`src/rtl/modbus_rtu_master_req_pkg.sv`:
```
// Shared definitions for the Modbus RTU request generator: state encoding,
// CRC constants, frame geometry and the ADU byte selector.
package modbus_rtu_master_req_pkg;

    localparam logic [15:0] MB_CRC_INIT     = 16'hFFFF;
    localparam logic [15:0] MB_CRC_POLY     = 16'hA001;
    localparam int unsigned MB_FRAME_BYTES  = 8;
    localparam int unsigned MB_PAYLOAD_BITS = 48;
    localparam int unsigned MB_GAP_BITS     = 39;
    localparam int unsigned MB_UART_BITS    = 10;

    typedef enum logic [2:0] {
        ST_IDLE,
        ST_CRC,
        ST_LEAD,
        ST_SEND,
        ST_LAG,
        ST_GAP
    } mb_state_t;

    typedef struct packed {
        logic [7:0]  dev_addr;
        logic [7:0]  func;
        logic [15:0] addr;
        logic [15:0] data;
    } mb_req_t;

    // ADU byte in line order; the CRC goes low byte first.
    function automatic logic [7:0] mb_adu_byte(input mb_req_t req, input logic [15:0] crc,
                                               input logic [2:0] idx);
        logic [7:0] b;
        case (idx)
            3'd0:    b = req.dev_addr;
            3'd1:    b = req.func;
            3'd2:    b = req.addr[15:8];
            3'd3:    b = req.addr[7:0];
            3'd4:    b = req.data[15:8];
            3'd5:    b = req.data[7:0];
            3'd6:    b = crc[7:0];
            default: b = crc[15:8];
        endcase
        return b;
    endfunction

endpackage

```
`src/rtl/modbus_crc16_bit.sv`:
```
// Bit-serial Modbus CRC-16 (reflected 0xA001), one data bit per enabled cycle.
module modbus_crc16_bit
    import modbus_rtu_master_req_pkg::*;
(
    input  logic        clk,
    input  logic        rst_n,
    input  logic        clear,
    input  logic        enable,
    input  logic        data_bit,
    output logic [15:0] crc
);

    logic [15:0] crc_next;

    always_comb begin
        crc_next = crc >> 1;
        if (crc[0] ^ data_bit) begin
            crc_next = crc_next ^ MB_CRC_POLY;
        end
    end

    always_ff @(posedge clk or negedge rst_n) begin
        if (!rst_n) begin
            crc <= MB_CRC_INIT;
        end else if (clear) begin
            crc <= MB_CRC_INIT;
        end else if (enable) begin
            crc <= crc_next;
        end
    end

endmodule

```
`src/rtl/modbus_rtu_master_req.sv`:
```
// Modbus RTU request generator: latches one request, computes its CRC and
// sends the 8-byte ADU as UART 8N1 with RS485 driver-enable guard times.
module modbus_rtu_master_req
    import modbus_rtu_master_req_pkg::*;
#(
    parameter int unsigned CLK_FREQ     = 50000000,
    parameter int unsigned BAUD_RATE    = 115200,
    parameter int unsigned OE_LEAD_BITS = 1,
    parameter int unsigned OE_LAG_BITS  = 1
) (
    input  logic        clk,
    input  logic        rst_n,
    input  logic        req_start,
    input  logic [7:0]  req_dev_addr,
    input  logic [7:0]  req_func,
    input  logic [15:0] req_addr,
    input  logic [15:0] req_data,
    output logic        req_busy,
    output logic        req_done,
    output logic        rs485_tx,
    output logic        rs485_oe
);

    localparam int unsigned BIT_CNT  = CLK_FREQ / BAUD_RATE;
    localparam int unsigned LEAD_CYC = OE_LEAD_BITS * BIT_CNT;
    localparam int unsigned LAG_CYC  = OE_LAG_BITS * BIT_CNT;
    localparam int unsigned GAP_CYC  = MB_GAP_BITS * BIT_CNT;
    localparam int unsigned MAX_A    = (GAP_CYC > LEAD_CYC) ? GAP_CYC : LEAD_CYC;
    localparam int unsigned CNT_MAX  = (MAX_A > LAG_CYC) ? MAX_A : LAG_CYC;
    localparam int unsigned CNT_W    = $clog2(CNT_MAX);

    mb_state_t        state_q, state_d;
    logic [CNT_W-1:0] cnt_q, cnt_d;
    logic [2:0]       byte_q, byte_d;
    logic [3:0]       bit_q, bit_d;
    mb_req_t          req_q, req_d;
    logic             tx_d, oe_d, busy_d, done_d;
    logic [15:0]      crc;
    logic [7:0]       crc_byte;
    logic [7:0]       tx_byte;
    logic             accept;

    assign accept   = (state_q == ST_IDLE) && req_start;
    // During CRC the cycle counter doubles as the payload bit pointer.
    assign crc_byte = mb_adu_byte(req_q, crc, cnt_q[5:3]);

    modbus_crc16_bit u_crc (
        .clk      (clk),
        .rst_n    (rst_n),
        .clear    (accept),
        .enable   (state_q == ST_CRC),
        .data_bit (crc_byte[cnt_q[2:0]]),
        .crc      (crc)
    );

    always_ff @(posedge clk or negedge rst_n) begin
        if (!rst_n) begin
            state_q  <= ST_IDLE;
            cnt_q    <= '0;
            byte_q   <= '0;
            bit_q    <= '0;
            req_q    <= '0;
            rs485_tx <= 1'b1;
            rs485_oe <= 1'b0;
            req_busy <= 1'b0;
            req_done <= 1'b0;
        end else begin
            state_q  <= state_d;
            cnt_q    <= cnt_d;
            byte_q   <= byte_d;
            bit_q    <= bit_d;
            req_q    <= req_d;
            rs485_tx <= tx_d;
            rs485_oe <= oe_d;
            req_busy <= busy_d;
            req_done <= done_d;
        end
    end

    always_comb begin
        state_d = state_q;
        cnt_d   = cnt_q + CNT_W'(1);
        byte_d  = byte_q;
        bit_d   = bit_q;
        req_d   = req_q;
        done_d  = 1'b0;
        tx_d    = 1'b1;
        tx_byte = 8'h00;

        case (state_q)
            ST_IDLE: begin
                cnt_d  = '0;
                byte_d = '0;
                bit_d  = '0;
                if (req_start) begin
                    state_d        = ST_CRC;
                    req_d.dev_addr = req_dev_addr;
                    req_d.func     = req_func;
                    req_d.addr     = req_addr;
                    req_d.data     = req_data;
                end
            end
            ST_CRC: begin
                if (cnt_q == CNT_W'(MB_PAYLOAD_BITS - 1)) begin
                    state_d = ST_LEAD;
                    cnt_d   = '0;
                end
            end
            ST_LEAD: begin
                if (cnt_q == CNT_W'(LEAD_CYC - 1)) begin
                    state_d = ST_SEND;
                    cnt_d   = '0;
                end
            end
            ST_SEND: begin
                if (cnt_q == CNT_W'(BIT_CNT - 1)) begin
                    cnt_d = '0;
                    if (bit_q == 4'(MB_UART_BITS - 1)) begin
                        bit_d = '0;
                        if (byte_q == 3'(MB_FRAME_BYTES - 1)) begin
                            state_d = ST_LAG;
                        end else begin
                            byte_d = byte_q + 3'd1;
                        end
                    end else begin
                        bit_d = bit_q + 4'd1;
                    end
                end
            end
            ST_LAG: begin
                if (cnt_q == CNT_W'(LAG_CYC - 1)) begin
                    state_d = ST_GAP;
                    cnt_d   = '0;
                end
            end
            ST_GAP: begin
                if (cnt_q == CNT_W'(GAP_CYC - 1)) begin
                    state_d = ST_IDLE;
                    cnt_d   = '0;
                    done_d  = 1'b1;
                end
            end
            default: begin
                state_d = ST_IDLE;
                cnt_d   = '0;
            end
        endcase

        // Outputs are decoded from the next state so the registers line up with it.
        tx_byte = mb_adu_byte(req_d, crc, byte_d);
        if (state_d == ST_SEND) begin
            if (bit_d == 4'd0) begin
                tx_d = 1'b0;
            end else if (bit_d == 4'(MB_UART_BITS - 1)) begin
                tx_d = 1'b1;
            end else begin
                tx_d = tx_byte[3'(bit_d - 4'd1)];
            end
        end
        oe_d   = (state_d == ST_LEAD) || (state_d == ST_SEND) || (state_d == ST_LAG);
        busy_d = (state_d != ST_IDLE);
    end

endmodule
```
`config.mk`:
```
export PLATFORM = sky130hd
export DESIGN_NAME = modbus_rtu_master_req
export DESIGN_NICKNAME = d
export VERILOG_FILES = /design/src/rtl/modbus_rtu_master_req_pkg.sv /design/src/rtl/modbus_crc16_bit.sv /design/src/rtl/modbus_rtu_master_req.sv
export SDC_FILE = /design/constraint.sdc
export NUM_CORES = 1
export LEC_CHECK = 0
export BUFFER_PORTS_ARGS = -buffer_cell sky130_fd_sc_hd__buf_4
export CORE_MARGIN = 5
export CORE_UTILIZATION = 45
export CTS_BUF_LIST = sky130_fd_sc_hd__clkbuf_16
export DETAILED_ROUTE_END_ITERATION = 10
export PLACE_DENSITY = 0.69
export SYNTH_ARGS = -nofsm -noshare
export SYNTH_HDL_FRONTEND = slang
export SYNTH_SLANG_ARGS = --single-unit
```
`constraint.sdc`:
```
create_clock -name clk -period 4.05 [get_ports clk]
set_input_delay 0.405 -clock clk [delete_from_list [all_inputs] [get_ports clk]]
set_output_delay 0.405 -clock clk [all_outputs]
set_load 0.02 [all_outputs]
```
Word-level counts from Yosys, hierarchy flattened --
Index checks and enable logic that the tools add are counted.
Word-level totals: flip-flop bits (word level) 93, output and inout bits 4, logic and storage cells 93
Operators by class: add/subtract/negate cells 4, order comparisons 2, equality and inequality tests 26, muxes and demuxes 36, bitwise gates (word level) 2, reductions and logical operators 10
Operators with widths (number):
- one-hot mux 8 bit (7 select lines) | 2
- 2-to-1 mux 48 bit | 2
- 2-to-1 mux 16 bit | 3
- 2-to-1 mux 15 bit | 3
- one-hot mux 15 bit (3 select lines) | 1
- 2-to-1 mux 3 bit | 11
- == test 3 bit, second input constant | 10
- == test 3 x 2 -> 1 bit, second input constant | 8
- one-hot mux 3 bit (6 select lines) | 1
- adder 15 x 1 -> 15 bit, second input constant | 1
- == test 15 bit, second input constant | 1
- == test 15 x 6 -> 1 bit, second input constant | 1
- == test 15 x 9 -> 1 bit, second input constant | 1
- == test 3 x 1 -> 1 bit, second input constant | 3
- logical NOT 3 bit | 3
- == test 4 bit, second input constant | 2
- < comparator 3 x 4 -> 1 bit, second input constant | 2
- 2-to-1 mux 4 bit | 2
- one-hot mux 4 bit (2 select lines) | 1
- 2-to-1 mux 1 bit | 7
- binary-select mux 1 bit (select 3 bit) | 2
- one-hot mux 3 bit (2 select lines) | 1
- adder 4 x 1 -> 4 bit, second input constant | 1
- logical NOT 4 bit | 1
- other kinds (9) | 10

Longest topological paths before layout --
depth in word-level cells 12, mapped depth 16

Cells and area by module --
From an unflattened synthesis, not the netlist that was laid out.
Unflattened totals: cell total of the unflattened synthesis 519, area total of the unflattened synthesis 5492.8 um2
By module, submodules not included:
- modbus_rtu_master_req | times used 1, cells each 462, area an instance 4789.6 um2, sequential area each 1928.1 um2
- modbus_crc16_bit | times used 1, cells each 57, area an instance 703.2 um2, sequential area each 420.4 um2

Worst setup path before layout --
Ideal clock, no wire load.
kind register to register, start register cnt_q[1], end register rs485_tx, arrival 2876 ps, data required time 3968 ps, slack 1092 ps, stages on the path, launching flop included 15, period minus slack after synthesis 2958 ps, cell sequence dfrtp_1 -> inv_1 -> ha_1 -> nor3b_2 -> nand3_2 -> or4_4 -> buf_6 -> a41o_1 -> buf_6 -> a222oi_1 -> a2111oi_1 -> a211oi_2 -> nor2_1 -> a211oi_2 -> o21ai_1
On the way: word-level cells in the longest chain between the ends 10, elaborated cells between the ends (all ways) 30
Ends and longest elaborated chain:
- start, declared | line modbus_rtu_master_req.sv:33 | logic [CNT_W-1:0] cnt_q, cnt_d;
- start signal, assigned | line modbus_rtu_master_req.sv:69 | cnt_q <= cnt_d;
- == test 15 x 9 -> 1 bit | line modbus_rtu_master_req.sv:110, modbus_rtu_master_req.sv:116, modbus_rtu_master_req.sv:131
- 2-to-1 mux 3 bit | line modbus_rtu_master_req.sv:116 | if (cnt_q == CNT_W'(BIT_CNT - 1)) begin
- one-hot mux 3 bit (2 select lines) | line modbus_rtu_master_req.sv:90 | case (state_q)
- == test 3 bit (tied with other cells) | line modbus_rtu_master_req_pkg.sv:32 | case (idx)
- one-hot mux 8 bit (7 select lines) | line modbus_rtu_master_req_pkg.sv:32
- binary-select mux 1 bit (select 3 bit) | line modbus_rtu_master_req.sv:157 | tx_d = tx_byte[3'(bit_d - 4'd1)];
- 2-to-1 mux 1 bit (not written as such) | line modbus_rtu_master_req.sv:157
- 2-to-1 mux 1 bit | line modbus_rtu_master_req.sv:154 | end else if (bit_d == 4'(MB_UART_BITS - 1)) begin
- 2-to-1 mux 1 bit | line modbus_rtu_master_req.sv:152 | if (bit_d == 4'd0) begin
- 2-to-1 mux 1 bit (*) | line modbus_rtu_master_req.sv:151 | if (state_d == ST_SEND) begin
- named net tx_d | line modbus_rtu_master_req.sv:37 | logic tx_d, oe_d, busy_d, done_d;
- end signal, assigned | line modbus_rtu_master_req.sv:73 | rs485_tx <= tx_d;
- end, declared | line modbus_rtu_master_req.sv:20 | output logic rs485_tx,
The timed path passes the listed nets; every way through them passes the cells marked *. The select of a mux whose other input is x is not followed. A chain may end at the register's enable or synchronous reset.

Final worst setup path --
start register cnt_q[0], end register rs485_tx
Same word-level chain as after synthesis.

==> impl_table.tex <==
\begin{tabular}{lr}
\hline
Metric & Value \\
\hline
\multicolumn{2}{l}{\textbf{Floorplan}} \\
\quad Die X-Extent & 121 um \\
\quad Die Footprint & 14500 um\^{}2 \\
\quad Die Ht & 121 um \\
\quad Placeable core region & 12000 um\^{}2 \\
\quad Row Count & 40 \\
\quad Starting utilization of the core area & 45.8\% \\
\quad Number of placed I/O pins & 55 \\
\multicolumn{2}{l}{\textbf{Critical path}} \\
\quad Worst flop-to-flop path endpoint & rs485\_tx \\
\quad Data arrival at the endpoint of the critical path & 3.84 ns \\
\quad Start of the worst register-to-register path & cnt\_q[0] \\
\quad Logic depth of the worst register-to-register path & 11 \\
\quad Type of origin of the critical path & flop \\
\quad Element type at the critical path end & flop \\
\quad Startpoint of the most critical setup path & cnt\_q[0] \\
\quad Endpoint required time on the critical path & 4.33 ns \\
\quad Worst setup path class & flop to flop \\
\quad Register-to-Register Setup Slack & 0.49 ns \\
\quad Critical Path Sink & rs485\_tx \\
\quad CP Max Fanout & 12 \\
\multicolumn{2}{l}{\textbf{Power}} \\
\quad Largest vdd supply drop & 0.000287 V \\
\quad Power density over cell area & 365 nW/um\^{}2 \\
\quad Static power due to leakage & 2.74 nW \\
\quad Design Power & 2.31 mW \\
\multicolumn{2}{l}{\textbf{Flow run}} \\
\quad Max Cap Viol & 0 \\
\multicolumn{2}{l}{\textbf{Worst hold path}} \\
\quad Type of the worst min-delay path & input pin to async pin \\
\multicolumn{2}{l}{\textbf{Global routing}} \\
\quad Antenna violations before repair & 0 \\
\quad Largest net degree at the start of global routing & 65 \\
\quad Vias in the first global route & 4381 \\
\quad Global router's overall resource usage & 21.3\% \\
\quad Wire length of the first global-routing pass & 24000 um \\
\quad GRT overflow & 0 \\
\multicolumn{2}{l}{\textbf{Timing}} \\
\quad Crit path setup slack, layout & 0.492 ns \\
\quad RSZ-0062 raised after global routing & false \\
\quad Total Negative Setup Slacks & 0 ns \\
\quad Number of endpoints failing setup at the final stage & 0 \\
\quad Min cycle time layout & 3.56 ns \\
\quad Hold Vio Cnt, Final & 0 \\
\quad Slew at the pin closest to its max-slew limit & 1.14 ns \\
\quad Worst hold-check slack & 0.173 ns \\
\quad Final Max Slew Viols & 0 \\
\quad Peak Freq & 0.281 GHz \\
\quad Clock tree skew after final layout & 0.0126 ns \\
\quad Worst slew margin & 23.7\% \\
\quad Crit share post-route & 87.9\% \\
\multicolumn{2}{l}{\textbf{Clock tree}} \\
\quad Count of clock tree sinks & 93 \\
\quad Buffers inserted during post-CTS setup optimization & 0 \\
\quad TritonCTS clock tree & yes \\
\quad Post-CTS Hold Fix Bufs & 0 \\
\quad Source-to-sink clock delay at the later pin of the worst-skew pair & 0.35 ns \\
\quad Number of clock buffers inserted by TritonCTS & 9 \\
\quad Clock transition at the registers of the reported paths & 0.07 ns \\
\quad Clock tree root buffer cell & sky130\_fd\_sc\_hd\_\_clkbuf\_16 \\
\quad Post-cts gate resize count & 0 \\
\quad Clock tree buffer depth & 2 \\
\quad CTS H-Tree Depth & 3 \\
\multicolumn{2}{l}{\textbf{Drt}} \\
\quad Routed Wire Length & 15100 um \\
\quad Total iterations of the first detailed-routing run & 5 \\
\quad Detail-routed net length per standard cell & 20.8 um \\
\quad Residual antenna-violating net count after detailed routing & 0 \\
\quad Number of DRC markers in iteration 0 & 436 \\
\quad Via count & 4350 \\
\quad Vias per Instance & 6.00 \\
\quad Remaining DRCs & 0 \\
\multicolumn{2}{l}{\textbf{Logic synthesis}} \\
\quad Share of synthesized area occupied by flip-flops and latches & 42.7\% \\
\quad Post-Synthesis Net Count & 585 \\
\quad Top cells by instance count after synthesis & 76 x sky130\_fd\_sc\_hd\_\_dfrtp\_1, 58 x sky130\_fd\_sc\_hd\_\_mux2\_2, 56 x sky130\_fd\_sc\_hd\_\_nor2\_1 \\
\quad Main synth FF type & sky130\_fd\_sc\_hd\_\_dfrtp\_1 \\
\quad Average cell area after synthesis & 10.4 um\^{}2 \\
\quad Synthesized instance count & 529 \\
\quad Unique masters post-synth & 79 \\
\quad Share of synthesized flip-flops with an asynchronous set or reset & 100\% \\
\quad Number of synthesized flops with an enable pin & 0 \\
\quad Post-synthesis cell type with the largest combined area & sky130\_fd\_sc\_hd\_\_dfrtp\_1 \\
\quad Largest cells by area after synthesis & sky130\_fd\_sc\_hd\_\_dfrtp\_1 35\%, sky130\_fd\_sc\_hd\_\_mux2\_2 12\%, sky130\_fd\_sc\_hd\_\_dfstp\_2 8.1\% \\
\quad Post-synthesis sequential element count & 93 \\
\quad Yosys synthesis warning count & 0 \\
\quad Most instantiated library cell after synthesis & sky130\_fd\_sc\_hd\_\_dfrtp\_1 \\
\quad Post-synth design cell area & 5510 um\^{}2 \\
\quad Fraction of post-synthesis cell area in the top cell type by area & 34.5\% \\
\multicolumn{2}{l}{\textbf{Layout}} \\
\quad Final cell utilization of the core & 52.6\% \\
\quad Post-synthesis to final-layout area growth & 14.8\% \\
\quad Final cell count without fillers & 725 \\
\quad Proportion of layout cells with a drive suffix above 1 & 30.3\% \\
\quad Finished Cell Area & 6320 um\^{}2 \\
\quad Final net count & 629 \\
\quad ANT cells & 0 \\
\multicolumn{2}{l}{\textbf{Placement}} \\
\quad HPWL after detailed placement & 11100 um \\
\quad Cell area reported after detailed placement & 6030 um\^{}2 \\
\quad Final weighted congestion in routability-driven placement & 0.914 \\
\quad I/O Buffers & 54 \\
\quad Worst slack, placed & 0.573 ns \\
\quad Total instance count after detailed placement & 709 \\
\multicolumn{2}{l}{\textbf{Status}} \\
\quad Run status & finished clean \\
\hline
\end{tabular}
-- where the power goes --
group          switching, mW  internal, mW  total, mW  leakage [nW]
Sequential             0.139          1.10       1.24          1.17
Combinational         0.0952         0.132      0.227          1.43
Clock                  0.383         0.457      0.840         0.146
-- logic make-up after synthesis --
kind of cell | count (synthesis) | share of synthesized area (%)
compound gates | 110 | 14.3
mux | 91 | 19.8
buf+inv | 50 | 4.14
simple gates | 163 | 15.3
fa+ha+maj | 5 | 1.14
xor+xnor | 17 | 2.70
flops | 93 | 42.7
-- critical path: stages, from the launching register on --
cell                        delay (ns)
sky130_fd_sc_hd__dfrtp_1          0.56
sky130_fd_sc_hd__ha_1             0.23
sky130_fd_sc_hd__nor3b_2          0.18
sky130_fd_sc_hd__nand3_2          0.23
sky130_fd_sc_hd__nor4_1           0.63
sky130_fd_sc_hd__a41o_1           0.46
sky130_fd_sc_hd__a222oi_1         0.21
sky130_fd_sc_hd__a2111oi_1        0.50
sky130_fd_sc_hd__a211oi_2         0.09
sky130_fd_sc_hd__a211oi_1         0.19
sky130_fd_sc_hd__nor3_1           0.07
sky130_fd_sc_hd__o21ai_1          0.14
-- routing by layer --
layer,vias up,share of wire [%],GRT usage [%]
met1,2177,45,29.3
li1,2028,-,-
met2,123,48,33.8
met4,0,1.9,6.59
met3,22,4.9,4.63
met5,-,0,0
-- cell type report --
class	instances	area (um^2)
Timing Repair Buffer	65	488
Fill cell	1090	5690
Inverter	18	67.6
Tap cell	147	184
Sequential cell	93	2350
Multi-Input combinational cell	386	2940
Clock inverter	6	42.5
Clock buffer	10	250
-- registers in the layout (all words and copies together), names as in the netlist --
register / flops
req_q: 48
rs485_tx: 1
u_crc.crc: 16
state_q: 3
req_done: 1
byte_q: 3
bit_q: 4
cnt_q: 15
rs485_oe: 1
req_busy: 1
-- placed cells by master, fill, tap and decap left out, types with 5 or more instances in the layout --
cell                         n
sky130_fd_sc_hd__a21oi_1    22
sky130_fd_sc_hd__and3_1      6
sky130_fd_sc_hd__buf_4      65
sky130_fd_sc_hd__clkbuf_16  10
sky130_fd_sc_hd__dfrtp_1    76
sky130_fd_sc_hd__dfstp_2    17
sky130_fd_sc_hd__ha_1        5
sky130_fd_sc_hd__inv_1      18
sky130_fd_sc_hd__mux2_2     58
sky130_fd_sc_hd__mux2i_1    24
sky130_fd_sc_hd__nand2_1    31
sky130_fd_sc_hd__nand3_1    15
sky130_fd_sc_hd__nor2_1     56
sky130_fd_sc_hd__nor2b_1     6
sky130_fd_sc_hd__nor3_1     14
sky130_fd_sc_hd__o21ai_0    21
sky130_fd_sc_hd__o22a_1     14
sky130_fd_sc_hd__xnor2_1    11
sky130_fd_sc_hd__xor2_1      6
-- how the worst min path moves through the flow --
stage          startpoint        end
5_1_grt             rst_n   cnt_q[7]
3_3_place_gp    req_q[34]  req_q[34]
4_1_cts             rst_n  req_q[30]
2_1_floorplan       rst_n   bit_q[0]
6_report            rst_n   req_busy
3_5_place_dp    req_q[37]  req_q[37]
Power figures use the tool's default switching activity.
